## config.mk

```make
export PLATFORM = sky130hd
export DESIGN_NAME = io_mem_loader
export DESIGN_NICKNAME = d
export VERILOG_FILES = /design/src/rtl/io_mem_loader.sv
export SDC_FILE = /design/constraint.sdc
export NUM_CORES = 1
export LEC_CHECK = 0
export CAP_MARGIN = 25
export CORE_MARGIN = 5
export CORE_UTILIZATION = 56
export CTS_CLUSTER_DIAMETER = 150
export DETAILED_ROUTE_END_ITERATION = 8
export GPL_TIMING_DRIVEN = 0
export PLACE_DENSITY = 0.86
export SKIP_CTS_REPAIR_TIMING = 1
export SLEW_MARGIN = 25
export SYNTH_ARGS = -nofsm -noshare
export SYNTH_HDL_FRONTEND = slang
export SYNTH_SLANG_ARGS = --single-unit
export TNS_END_PERCENT = 50
```

## constraint.sdc

```tcl
create_clock -name CLK -period 5.3 [get_ports CLK]
set_input_delay 1.59 -clock CLK [delete_from_list [all_inputs] [get_ports CLK]]
set_output_delay 1.59 -clock CLK [all_outputs]
set_load 0.05 [all_outputs]
```

## src/rtl/io_mem_loader.sv

```systemverilog
// io_mem_loader: byte-stream loader/dumper on the memory IO port.
// Words travel high byte first; every output comes straight off a flop.
module io_mem_loader #(
  parameter int MEM_SIZE = 200
) (
  input  logic        CLK,
  input  logic        RSTN,
  input  logic        START,
  input  logic        MODE,
  input  logic [15:0] BASE_ADDR,
  input  logic [15:0] COUNT,
  input  logic [7:0]  RX_DATA,
  input  logic        RX_VALID,
  output logic        RX_READY,
  output logic [7:0]  TX_DATA,
  output logic        TX_VALID,
  input  logic        TX_READY,
  output logic [15:0] WADDR_IO,
  output logic [15:0] DATA_IN_IO,
  output logic        MW_IO_ON,
  output logic [15:0] RADDR_IO,
  input  logic [15:0] DATA_OUT_IO,
  output logic        BUSY,
  output logic        DONE,
  output logic        ERR
);

  localparam logic [16:0] Limit = 17'(MEM_SIZE);

  typedef enum logic [3:0] {
    S_IDLE,
    S_CHECK,
    S_LOAD_HI,
    S_LOAD_LO,
    S_WRITE,
    S_DUMP_RD,
    S_DUMP_HI,
    S_DUMP_LO,
    S_FIN
  } state_e;

  state_e      state_q, state_d;
  logic        mode_q, mode_d;
  logic [15:0] addr_q, addr_d;
  logic [15:0] cnt_q, cnt_d;
  logic [15:0] hold_q, hold_d;
  logic [15:0] waddr_q, waddr_d;
  logic [15:0] wdata_q, wdata_d;
  logic [15:0] raddr_q, raddr_d;
  logic [7:0]  tx_data_q, tx_data_d;
  logic        rx_rdy_q, rx_rdy_d;
  logic        tx_vld_q, tx_vld_d;
  logic        mw_q, mw_d;
  logic        busy_q, busy_d;
  logic        done_q, done_d;
  logic        err_q, err_d;

  logic        rx_hs;
  logic        tx_hs;
  logic        last;
  logic [16:0] end_sum;
  logic [15:0] word;

  assign rx_hs   = RX_VALID & rx_rdy_q;
  assign tx_hs   = TX_READY & tx_vld_q;
  assign last    = (cnt_q == 16'd1);
  assign end_sum = {1'b0, addr_q} + {1'b0, cnt_q};
  assign word    = {hold_q[15:8], RX_DATA};

  // Next state, datapath updates and next values of registered outputs.
  always_comb begin
    state_d = state_q;
    mode_d  = mode_q;
    addr_d  = addr_q;
    cnt_d   = cnt_q;
    hold_d  = hold_q;
    waddr_d = waddr_q;
    wdata_d = wdata_q;
    raddr_d = raddr_q;
    err_d   = 1'b0;

    unique case (state_q)
      S_IDLE: begin
        if (START) begin
          mode_d  = MODE;
          addr_d  = BASE_ADDR;
          cnt_d   = COUNT;
          state_d = S_CHECK;
        end
      end
      S_CHECK: begin
        if (cnt_q == 16'd0) begin
          state_d = S_FIN;
        end else if (end_sum > Limit) begin
          state_d = S_FIN;
          err_d   = 1'b1;
        end else begin
          state_d = mode_q ? S_DUMP_RD : S_LOAD_HI;
        end
      end
      S_LOAD_HI: begin
        if (rx_hs) begin
          hold_d  = {RX_DATA, 8'h00};
          state_d = S_LOAD_LO;
        end
      end
      S_LOAD_LO: begin
        if (rx_hs) begin
          hold_d  = word;
          waddr_d = addr_q;
          wdata_d = word;
          state_d = S_WRITE;
        end
      end
      S_WRITE: begin
        addr_d  = addr_q + 16'd1;
        cnt_d   = cnt_q - 16'd1;
        state_d = last ? S_FIN : S_LOAD_HI;
      end
      S_DUMP_RD: begin
        hold_d  = DATA_OUT_IO;
        state_d = S_DUMP_HI;
      end
      S_DUMP_HI: begin
        if (tx_hs) state_d = S_DUMP_LO;
      end
      S_DUMP_LO: begin
        if (tx_hs) begin
          addr_d  = addr_q + 16'd1;
          cnt_d   = cnt_q - 16'd1;
          state_d = last ? S_FIN : S_DUMP_RD;
        end
      end
      S_FIN: state_d = S_IDLE;
      default: state_d = S_IDLE;
    endcase

    if (state_d == S_DUMP_RD) raddr_d = addr_d;

    rx_rdy_d = (state_d == S_LOAD_HI) || (state_d == S_LOAD_LO);
    tx_vld_d = (state_d == S_DUMP_HI) || (state_d == S_DUMP_LO);
    mw_d     = (state_d == S_WRITE);
    busy_d   = (state_d != S_IDLE);
    done_d   = (state_d == S_FIN);

    tx_data_d = 8'h00;
    unique case (1'b1)
      (state_d == S_DUMP_HI): tx_data_d = hold_d[15:8];
      (state_d == S_DUMP_LO): tx_data_d = hold_d[7:0];
      default: ;
    endcase
  end

  // State and output flops; reset aborts any transfer at once.
  always_ff @(posedge CLK or negedge RSTN) begin
    if (!RSTN) begin
      state_q   <= S_IDLE;
      mode_q    <= 1'b0;
      addr_q    <= '0;
      cnt_q     <= '0;
      hold_q    <= '0;
      waddr_q   <= '0;
      wdata_q   <= '0;
      raddr_q   <= '0;
      tx_data_q <= '0;
      rx_rdy_q  <= 1'b0;
      tx_vld_q  <= 1'b0;
      mw_q      <= 1'b0;
      busy_q    <= 1'b0;
      done_q    <= 1'b0;
      err_q     <= 1'b0;
    end else begin
      state_q   <= state_d;
      mode_q    <= mode_d;
      addr_q    <= addr_d;
      cnt_q     <= cnt_d;
      hold_q    <= hold_d;
      waddr_q   <= waddr_d;
      wdata_q   <= wdata_d;
      raddr_q   <= raddr_d;
      tx_data_q <= tx_data_d;
      rx_rdy_q  <= rx_rdy_d;
      tx_vld_q  <= tx_vld_d;
      mw_q      <= mw_d;
      busy_q    <= busy_d;
      done_q    <= done_d;
      err_q     <= err_d;
    end
  end

  assign RX_READY   = rx_rdy_q;
  assign TX_DATA    = tx_data_q;
  assign TX_VALID   = tx_vld_q;
  assign WADDR_IO   = waddr_q;
  assign DATA_IN_IO = wdata_q;
  assign MW_IO_ON   = mw_q;
  assign RADDR_IO   = raddr_q;
  assign BUSY       = busy_q;
  assign DONE       = done_q;
  assign ERR        = err_q;

endmodule

```

Yosys cells after proc, flatten, opt, wreduce, memory -nomap -nowiden
Cells that the tools add are included.
Widths: inputs -> output; s select.
{ "totals": {"regBits": 115, "word_cells": 71} }
{ "classes": {"n_addsub": 3, "magnitude_cmp": 1, "eq_ne": 17, "mux": 24, "bitwise_logic": 2, "reduce_logical": 9} }
{ "op_table": {"columns": ["operator", "n"], "rows": [
  ["$pmux 16 s3", 3],
  ["$mux 16", 5],
  ["$mux 4", 9],
  ["$eq 4x3->1 const B", 8],
  ["$pmux 4 s8", 1],
  ["$add 16x16->17", 1],
  ["$gt 17x8->1 const B", 1],
  ["$add 16x1->16 const B", 1],
  ["$eq 16x1->1 const B", 1],
  ["$eq 4x2->1 const B", 4],
  ["$logic_not 16->1", 1],
  ["$pmux 8 s2", 1],
  ["$sub 16x1->16 const B", 1],
  ["$mux 8", 1],
  ["$eq 4x1->1 const B", 1],
  ["$eq 4x4->1 const B", 1],
  ["$logic_not 4->1", 1],
  ["$ne 2x2->1 const B", 2],
  ["$reduce_and 2->1", 2],
  ["$reduce_bool 4->1", 1],
  ["$mux 1", 3],
  ["$mux 3", 1],
  ["$reduce_and 3->1", 1],
  ["$reduce_bool 3->1", 1],
  ["other kinds (2)", 4]
]} }

Longest topological paths before layout
Gate-level depths: netlist of run 1.
{ "logic_depth": {"ltp_word": 7, "ltp_mapped": 13, "mapped_depth_nobuf": 11} }

Worst setup path after synthesis of run 1
Ideal clock, no wire load.
{ "synth_path": {"kind": "register -> register", "startpoint": "register addr_q[0]", "endpoint": "register raddr_q[15] (netlist: RADDR_IO[15])", "arrival_ps": 3276, "path_slack_ps": 1897, "stages_incl_launch_ff": 14, "path_buffers": 2, "cell_sequence": "dfrtp_1 ha_1 fa_1 a21o_1 a211oi_4 nor2_2 or4_1 a21boi_1 nand4_1 nor2_2 o21a_1 buf_6 buf_12 mux2_1"} }
{ "synth_between": {"elab_chain_len": 6, "elab_cells_between_ends": 9} }
{ "synth_lines": {"columns": ["element", "line", "source"], "rows": [
  ["start: declaration", "44", "logic [15:0] addr_q, addr_d;"],
  ["start signal: assignment", "175", "addr_q <= addr_d;"],
  ["$add 16x16->17", "67", "assign end_sum = {1'b0, addr_q} + {1'b0, cnt_q};"],
  ["$gt 17x8->1", "94", "end else if (end_sum > Limit) begin"],
  ["$mux 4", "94", null],
  ["$mux 4", "92", "if (cnt_q == 16'd0) begin"],
  ["$pmux 4 s8", "82", "unique case (state_q)"],
  ["$eq 4x3->1", "138", "if (state_d == S_DUMP_RD) raddr_d = addr_d;"],
  ["end signal: assignment", "180", "raddr_q <= raddr_d;"],
  ["end: declaration", "49", "logic [15:0] raddr_q, raddr_d;"]
]} }
Several ways; a longest one is shown, not always the timed one.
A chain may end at the register's enable or synchronous reset.

Worst setup path after layout of run 1
Same ends and word-level chain as after synthesis.

==> impl_metrics.env, run 1 <==
export IMPL_status="completed"
export IMPL_synth_seq_cells=115
export IMPL_dpl_cell_area_um2=7645
export IMPL_crit_start="addr_q[0]"
export IMPL_drcViolationCount=0
export IMPL_wl_mm=19.33
export IMPL_synth_cell_type_count=66
export IMPL_power_density_nw_per_um2=473.5
export IMPL_fin_skew_ns=0.01016
export IMPL_core_um2=10840
export IMPL_place_congestion=1.024
export IMPL_crit_chain="ha_1 -> fa_1 -> a21o_1 -> a211oi_4 -> nor2_2 -> or4_1 -> a21boi_1 -> nand4_1 -> nor2_2 -> o21a_1 -> buf_6 -> buf_12 -> mux2_1"
export IMPL_path_depth=13
export IMPL_ys_seq_area_frac=0.4639
export IMPL_syn_inst=696
export IMPL_start_util=0.5723
export IMPL_seqPwrFrac=0.325
export IMPL_die_w_um=115.3
export IMPL_async_reset_ff_frac=1.000
export IMPL_finalWorstSetupSlack_ns=1.339
export IMPL_dr_pass1_iters=5
export IMPL_multi_input_area_um2=3146
export IMPL_dr_total_vias=6117
export IMPL_postLayoutCoreUtil=0.7592
export IMPL_clock_latency_ns=0.53
export IMPL_dieHeight_um=115.3
export IMPL_ff2ff_path_depth=13
export IMPL_power_leakage_nw=3.737
export IMPL_max_slew_worst_pin_slew_ns=0.9404
export IMPL_synthTopCellsByArea="dfrtp_1, nand2_1, o21ai_0, ha_1, a21oi_1"
export IMPL_min_path_type="register to register"
export IMPL_gr_total_overflow=0
export IMPL_rows=38
export IMPL_syn_area_um2=6203
export IMPL_synth_top_area_frac=0.4639
export IMPL_crit_path_max_incr_delay_ns=0.48
export IMPL_worstSetupPathType="register to register"
export IMPL_nets=921
export IMPL_synth_top_area_cell="dfrtp_1"
export IMPL_ys_warn_count=0
export IMPL_critPathMaxFanout=10
export IMPL_dp_hpwl_mm=13.52
export IMPL_pre_cts_slack_ns=1.027
export IMPL_end_kind="register"
export IMPL_crit_top_cell="nor2_2"
export IMPL_die_area_um2=13280
export IMPL_internal_power_w=0.002306
export IMPL_regToRegStartpoint="addr_q[0]"
export IMPL_finalPower_w=0.003897
export IMPL_synth_avg_cell_area_um2=8.913
export IMPL_synth_nets=778
export IMPL_grt_total_usage=0.3000
export IMPL_stdcell_area_um2=8230
export IMPL_cp_required_ns=5.71
export IMPL_power_switching_w=0.001591
export IMPL_setup_viol_count_final=0
export IMPL_cts_buffers=17
export IMPL_finalHoldViolCount=0
export IMPL_slew_violations=0
export IMPL_io_pins=124
export IMPL_synthMostInstantiatedCell="nand2_1"
export IMPL_ant_nets=0
export IMPL_grt_max_degree=76
export IMPL_drt_initial_drc_count=673
export IMPL_fmax_mhz=252.5
export IMPL_antenna_found_initial=0
export IMPL_crit_slowest_cell="or4_1"
export IMPL_drive_above_1_share=0.07746
export IMPL_synth_edf_count=0
export IMPL_viasPerCell=6.166
export IMPL_seqCellArea_um2=2878
export IMPL_slew_headroom=0.3718
export IMPL_cts_buffer_depth=2
export IMPL_power_frac_comb=0.384
export IMPL_critPathTopFamily="simple AND/OR/NAND/NOR gates"
export IMPL_p_clk_frac=0.291
export IMPL_rsz0062_at_grt="no"
export IMPL_r2r_end="RADDR_IO[15]"
export IMPL_io_buffers=123
export IMPL_cts_htree_levels=4
export IMPL_first_global_vias=6126
export IMPL_cts_sinks=115
export IMPL_vdd_drop_max_v=0.0003107
export IMPL_clockRootBuffer="clkbuf_8"
export IMPL_reg2reg_slack_ns=1.34
export IMPL_insertedDiodeCount=0
export IMPL_finalCriticalPeriod_ns=3.961
export IMPL_fin_crit_sh=0.7474
export IMPL_fill_cells=744
export IMPL_swShare=0.4083
export IMPL_clk_pin_slew_worst_paths_ns=0.06
export IMPL_wl_per_cell_um=19.49
export IMPL_drv_cap=0
export IMPL_start_kind="register"
export IMPL_path_buf_inv=2
export IMPL_endpoint="RADDR_IO[15]"
export IMPL_areaGrowthSynthToFinish_pct=32.67
export IMPL_synth_flop_cell="dfrtp_1"
export IMPL_cp_arrival_ns=4.37
export IMPL_cts_tree="yes"
export IMPL_grt_pass1_wl_mm=31.02
export IMPL_synthTopCellsByCount="nand2_1, dfrtp_1, nor2_1, o21ai_0, a21oi_1"
power groups by stage:
stage	sequential [W]	combinational, W	clock [W]
floorplan	0.00123	0.00103	0
detailed placement	0.00126	0.00144	0
finish	0.00127	0.00150	0.00114
global route	0.00129	0.00166	0.00118
global placement	0.00125	0.00139	0
CTS	0.00126	0.00147	0.00113
worst register-to-register path, cell delays in order, from the launching register on:
cell and delay (ns):
dfrtp_1 0.47, ha_1 0.27, fa_1 0.40, a21o_1 0.23, a211oi_4 0.37, nor2_2 0.09
or4_1 0.48, a21boi_1 0.22, nand4_1 0.25, nor2_2 0.23, o21a_1 0.19, buf_6 0.16
buf_12 0.16, mux2_1 0.32
metal layers:
layer | wire [µm] | vias to the layer above | track usage | part of all wire
li1 | - | 2782 | - | -
met3 | 1646 | 59 | 0.05053 | 0.085
met2 | 9444 | 368 | 0.4942 | 0.49
met4 | 594 | 0 | 0.1307 | 0.031
met1 | 7647 | 2908 | 0.3919 | 0.40
met5 | 0 | - | 0 | 0
logic make-up after synthesis:
family / share of synthesized area
simple gates: 0.2336
compound gates: 0.1727
flops: 0.4639
buf+inv: 0.03005
mux: 0.05264
fa+ha+maj: 0.04155
xor+xnor: 0.005647
final cells by class:
class,count,share of cell area
Multi-Input combinational cell,540,0.3822
Sequential cell,115,0.3497
Timing Repair Buffer,124,0.1531
Clock buffer,18,0.05199
Tap cell,140,0.02128
Clock inverter,14,0.01915
Buffer,32,0.01855
Inverter,9,0.004105
cell usage in the layout (no fill, tap or decap), types with 4 or more instances in the layout:
cell,instances
inv_1,9
dfrtp_1,115
nor2b_1,5
or4_1,4
a221o_1,4
nand3_1,28
mux2_2,8
a31oi_1,9
xor2_1,4
ha_1,19
clkinvlp_4,5
mux2_4,9
clkdlybuf4s50_1,122
nor2_1,48
clkinv_4,5
mux2i_1,9
nor3_1,13
nand4_1,8
nand2b_1,5
and3_1,7
clkbuf_1,25
clkbuf_16,16
or3_1,4
a21oi_1,41
a21o_1,9
a22oi_1,16
o21ai_0,48
nand2_1,175
metrics by stage:
stage | TNS [ns] | hold WS (ns) | instances
after CTS | 0 | 0.4717 | 992
after global routing | 0 | 0.4894 | 992
after floorplan | 0 | 0.4386 | 696
after global placement | -176.59 | 0.4497 | 959
final | 0 | 0.4722 | 992
after detailed placement | 0 | 0.4587 | 960
sequential cells by signal, summed over array words and instances (netlist names):
signal and cells:
DONE 1, RADDR_IO 16, TX_DATA 8, MW_IO_ON 1, TX_VALID 1, mode_q 1
BUSY 1, cnt_q 16, hold_q 16, DATA_IN_IO 16, RX_READY 1, ERR 1
addr_q 16, state_q 4, WADDR_IO 16
worst min path at each step:
stage,start,end,slack [ns],cells after the start
floorplan,hold_q[10],DATA_IN_IO[10],0.44,2
global placement,hold_q[15],DATA_IN_IO[15],0.45,2
detailed placement,hold_q[15],DATA_IN_IO[15],0.46,2
CTS,hold_q[14],DATA_IN_IO[14],0.47,2
global route,DATA_IN_IO[3],DATA_IN_IO[3],0.49,2
finish,DATA_IN_IO[13],DATA_IN_IO[13],0.47,2
(Power assumes the default switching activity.)
==> run 2: changes to the inputs <==
--- a/config.mk
+++ b/config.mk
@@ -7,11 +7,11 @@
 export LEC_CHECK = 0
 export CAP_MARGIN = 25
 export CORE_MARGIN = 5
-export CORE_UTILIZATION = 56
+export CORE_UTILIZATION = 52
 export CTS_CLUSTER_DIAMETER = 150
 export DETAILED_ROUTE_END_ITERATION = 8
 export GPL_TIMING_DRIVEN = 0
-export PLACE_DENSITY = 0.86
+export PLACE_DENSITY = 0.8
 export SKIP_CTS_REPAIR_TIMING = 1
 export SLEW_MARGIN = 25
 export SYNTH_ARGS = -nofsm -noshare
==> constraint.sdc (replaced) <==
create_clock -name CLK -period 4.1 [get_ports CLK]
set_input_delay 1.23 -clock CLK [delete_from_list [all_inputs] [get_ports CLK]]
set_output_delay 1.23 -clock CLK [all_outputs]
set_load 0.05 [all_outputs]
==> impl_metrics.env, run 2 (synthesis gave the netlist of run 1 again) <==
export IMPL_status="completed"
export IMPL_io_buffers=123
export IMPL_cts_buffers=17
export IMPL_critPathMaxFanout=10
export IMPL_start_util=0.5364
export IMPL_crit_top_cell="nor2_2"
export IMPL_end_kind="register"
export IMPL_antenna_found_initial=0
export IMPL_internal_power_w=0.003002
export IMPL_cts_htree_levels=4
export IMPL_path_buf_inv=2
export IMPL_power_density_nw_per_um2=604.8
export IMPL_rows=39
export IMPL_dr_pass1_iters=6
export IMPL_fill_cells=878
export IMPL_crit_path_max_incr_delay_ns=0.48
export IMPL_slew_violations=0
export IMPL_crit_chain="ha_1 -> fa_1 -> a21o_1 -> a211oi_4 -> nor2_2 -> or4_1 -> a21boi_1 -> nand4_1 -> nor2_2 -> o21a_1 -> buf_6 -> buf_12 -> mux2_1"
export IMPL_dpl_cell_area_um2=7649
export IMPL_die_area_um2=14210
export IMPL_start_kind="register"
export IMPL_slew_headroom=0.4115
export IMPL_layout_commonest_cell="nand2_1"
export IMPL_crit_slowest_cell="or4_1"
export IMPL_drive_above_1_share=0.07512
export IMPL_swShare=0.3966
export IMPL_fin_cells=995
export IMPL_dr_total_vias=5910
export IMPL_max_slew_worst_pin_slew_ns=0.8754
export IMPL_seqPwrFrac=0.329
export IMPL_drv_cap=0
export IMPL_layout_common_cells="nand2_1, clkdlybuf4s50_1, dfrtp_1"
export IMPL_cts_tree="yes"
export IMPL_rsz0062_at_grt="no"
export IMPL_dp_hpwl_mm=13.38
export IMPL_clock_latency_ns=0.42
export IMPL_nets=921
export IMPL_wl_mm=18.29
export IMPL_cp_arrival_ns=4.16
export IMPL_power_leakage_nw=3.739
export IMPL_viasPerCell=5.940
export IMPL_p_clk_frac=0.293
export IMPL_power_frac_comb=0.378
export IMPL_dieHeight_um=119.2
export IMPL_holdWs_ns=0.4694
export IMPL_drt_initial_drc_count=665
export IMPL_place_congestion=0.9208
export IMPL_stdcell_area_um2=8227
export IMPL_fmax_mhz=259.6
export IMPL_vdd_drop_max_v=0.0004409
export IMPL_grt_pass1_wl_mm=29.97
export IMPL_cts_buffer_depth=2
export IMPL_wl_per_cell_um=18.39
export IMPL_min_path_type="register to register"
export IMPL_clk_pin_slew_worst_paths_ns=0.06
export IMPL_die_w_um=119.2
export IMPL_drcViolationCount=0
export IMPL_ant_nets=0
export IMPL_first_global_vias=5918
export IMPL_setup_viol_count_final=0
export IMPL_finalCriticalPeriod_ns=3.852
export IMPL_io_pins=124
export IMPL_critPathTopFamily="simple AND/OR/NAND/NOR gates"
export IMPL_grt_max_degree=66
export IMPL_finalHoldViolCount=0
export IMPL_dp_cells=963
export IMPL_power_switching_w=0.001973
export IMPL_areaGrowthSynthToFinish_pct=32.61
export IMPL_gr_total_overflow=0
export IMPL_fin_crit_sh=0.9396
export IMPL_grt_total_usage=0.2653
export IMPL_insertedDiodeCount=0
export IMPL_worstSetupPathType="register to register"
export IMPL_core_um2=11560
export IMPL_clockRootBuffer="clkbuf_16"
export IMPL_cp_required_ns=4.40
export IMPL_cts_sinks=115
export IMPL_fin_skew_ns=0.01026
==> run 2: changes by cell type in the layout (fill, tap and decap cells not counted), sizes merged <==
| cell | before | now |
|---|---|---|
| clkinvlp | 5 | 4 |
| clkinv | 6 | 4 |
| inv | 10 | 11 |
| clkbuf | 43 | 45 |
==> run 2: final timing paths <==
kind / from / end / slack [ns] / cells past startpoint
max in group asynchronous: RSTN / WADDR_IO[10] / 2.60 / 2
min in group asynchronous: RSTN / TX_DATA[1] / 0.82 / 1
setup / recovery: addr_q[0] / RADDR_IO[15] / 0.25 / 13
hold reg to reg: hold_q[15] / DATA_IN_IO[15] / 0.47 / 2
hold / removal: hold_q[15] / DATA_IN_IO[15] / 0.47 / 2
setup reg to reg: addr_q[0] / RADDR_IO[15] / 0.25 / 13
==> run 2: power groups by stage <==
stage | Clock (W) | Sequential (W) | Combinational, W
floorplan | 0 | 0.00159 | 0.00133
global placement | 0 | 0.00163 | 0.00179
detailed placement | 0 | 0.00164 | 0.00184
CTS | 0.00146 | 0.00162 | 0.00186
global route | 0.00152 | 0.00166 | 0.00210
finish | 0.00146 | 0.00164 | 0.00188
==> run 2: cell type report <==
type	count	area (µm²)	area share
Buffer	32	152.6	0.01856
Clock buffer	20	446.7	0.05430
Clock inverter	12	131.4	0.01597
Inverter	9	33.78	0.004106
Multi-Input combinational cell	540	3146	0.3824
Sequential cell	115	2878	0.3498
Tap cell	143	178.9	0.02175
Timing Repair Buffer	124	1260	0.1532
==> run 2: layer usage <==
metal | track usage | share of wire | up-vias
met2 | 0.4207 | 0.48 | 234
met5 | 0 | 0 | -
li1 | - | - | 2789
met1 | 0.3522 | 0.43 | 2840
met4 | 0.1108 | 0.028 | 0
met3 | 0.06066 | 0.063 | 47
==> run 2: worst min-delay path, cell delays in order, from the launching register on <==
cell     delay, ns
dfrtp_1       0.34
nand2_1       0.05
nand2_1       0.05
==> run 2: stage by stage <==
step / TNS (ns) / util / worst slack, ns / total power (W)
after floorplan: 0 / - / 0.6965 / 0.002922
after global placement: -284.17 / 0.6583 / -2.479 / 0.003417
after detailed placement: 0 / 0.6614 / 0.2692 / 0.003473
after CTS: 0 / 0.7113 / 0.3030 / 0.004948
after global routing: 0 / 0.7113 / 0.1218 / 0.005282
final: 0 / 0.7113 / 0.2478 / 0.004975
==> run 3: changes to the inputs <==
--- a/config.mk
+++ b/config.mk
@@ -13,6 +13,7 @@
 export GPL_TIMING_DRIVEN = 0
 export PLACE_DENSITY = 0.8
 export SKIP_CTS_REPAIR_TIMING = 1
+export SKIP_LAST_GASP = 1
 export SLEW_MARGIN = 25
 export SYNTH_ARGS = -nofsm -noshare
 export SYNTH_HDL_FRONTEND = slang
==> results of run 3 <==
Final layout, timing and power as in run 2 (identical DEF).
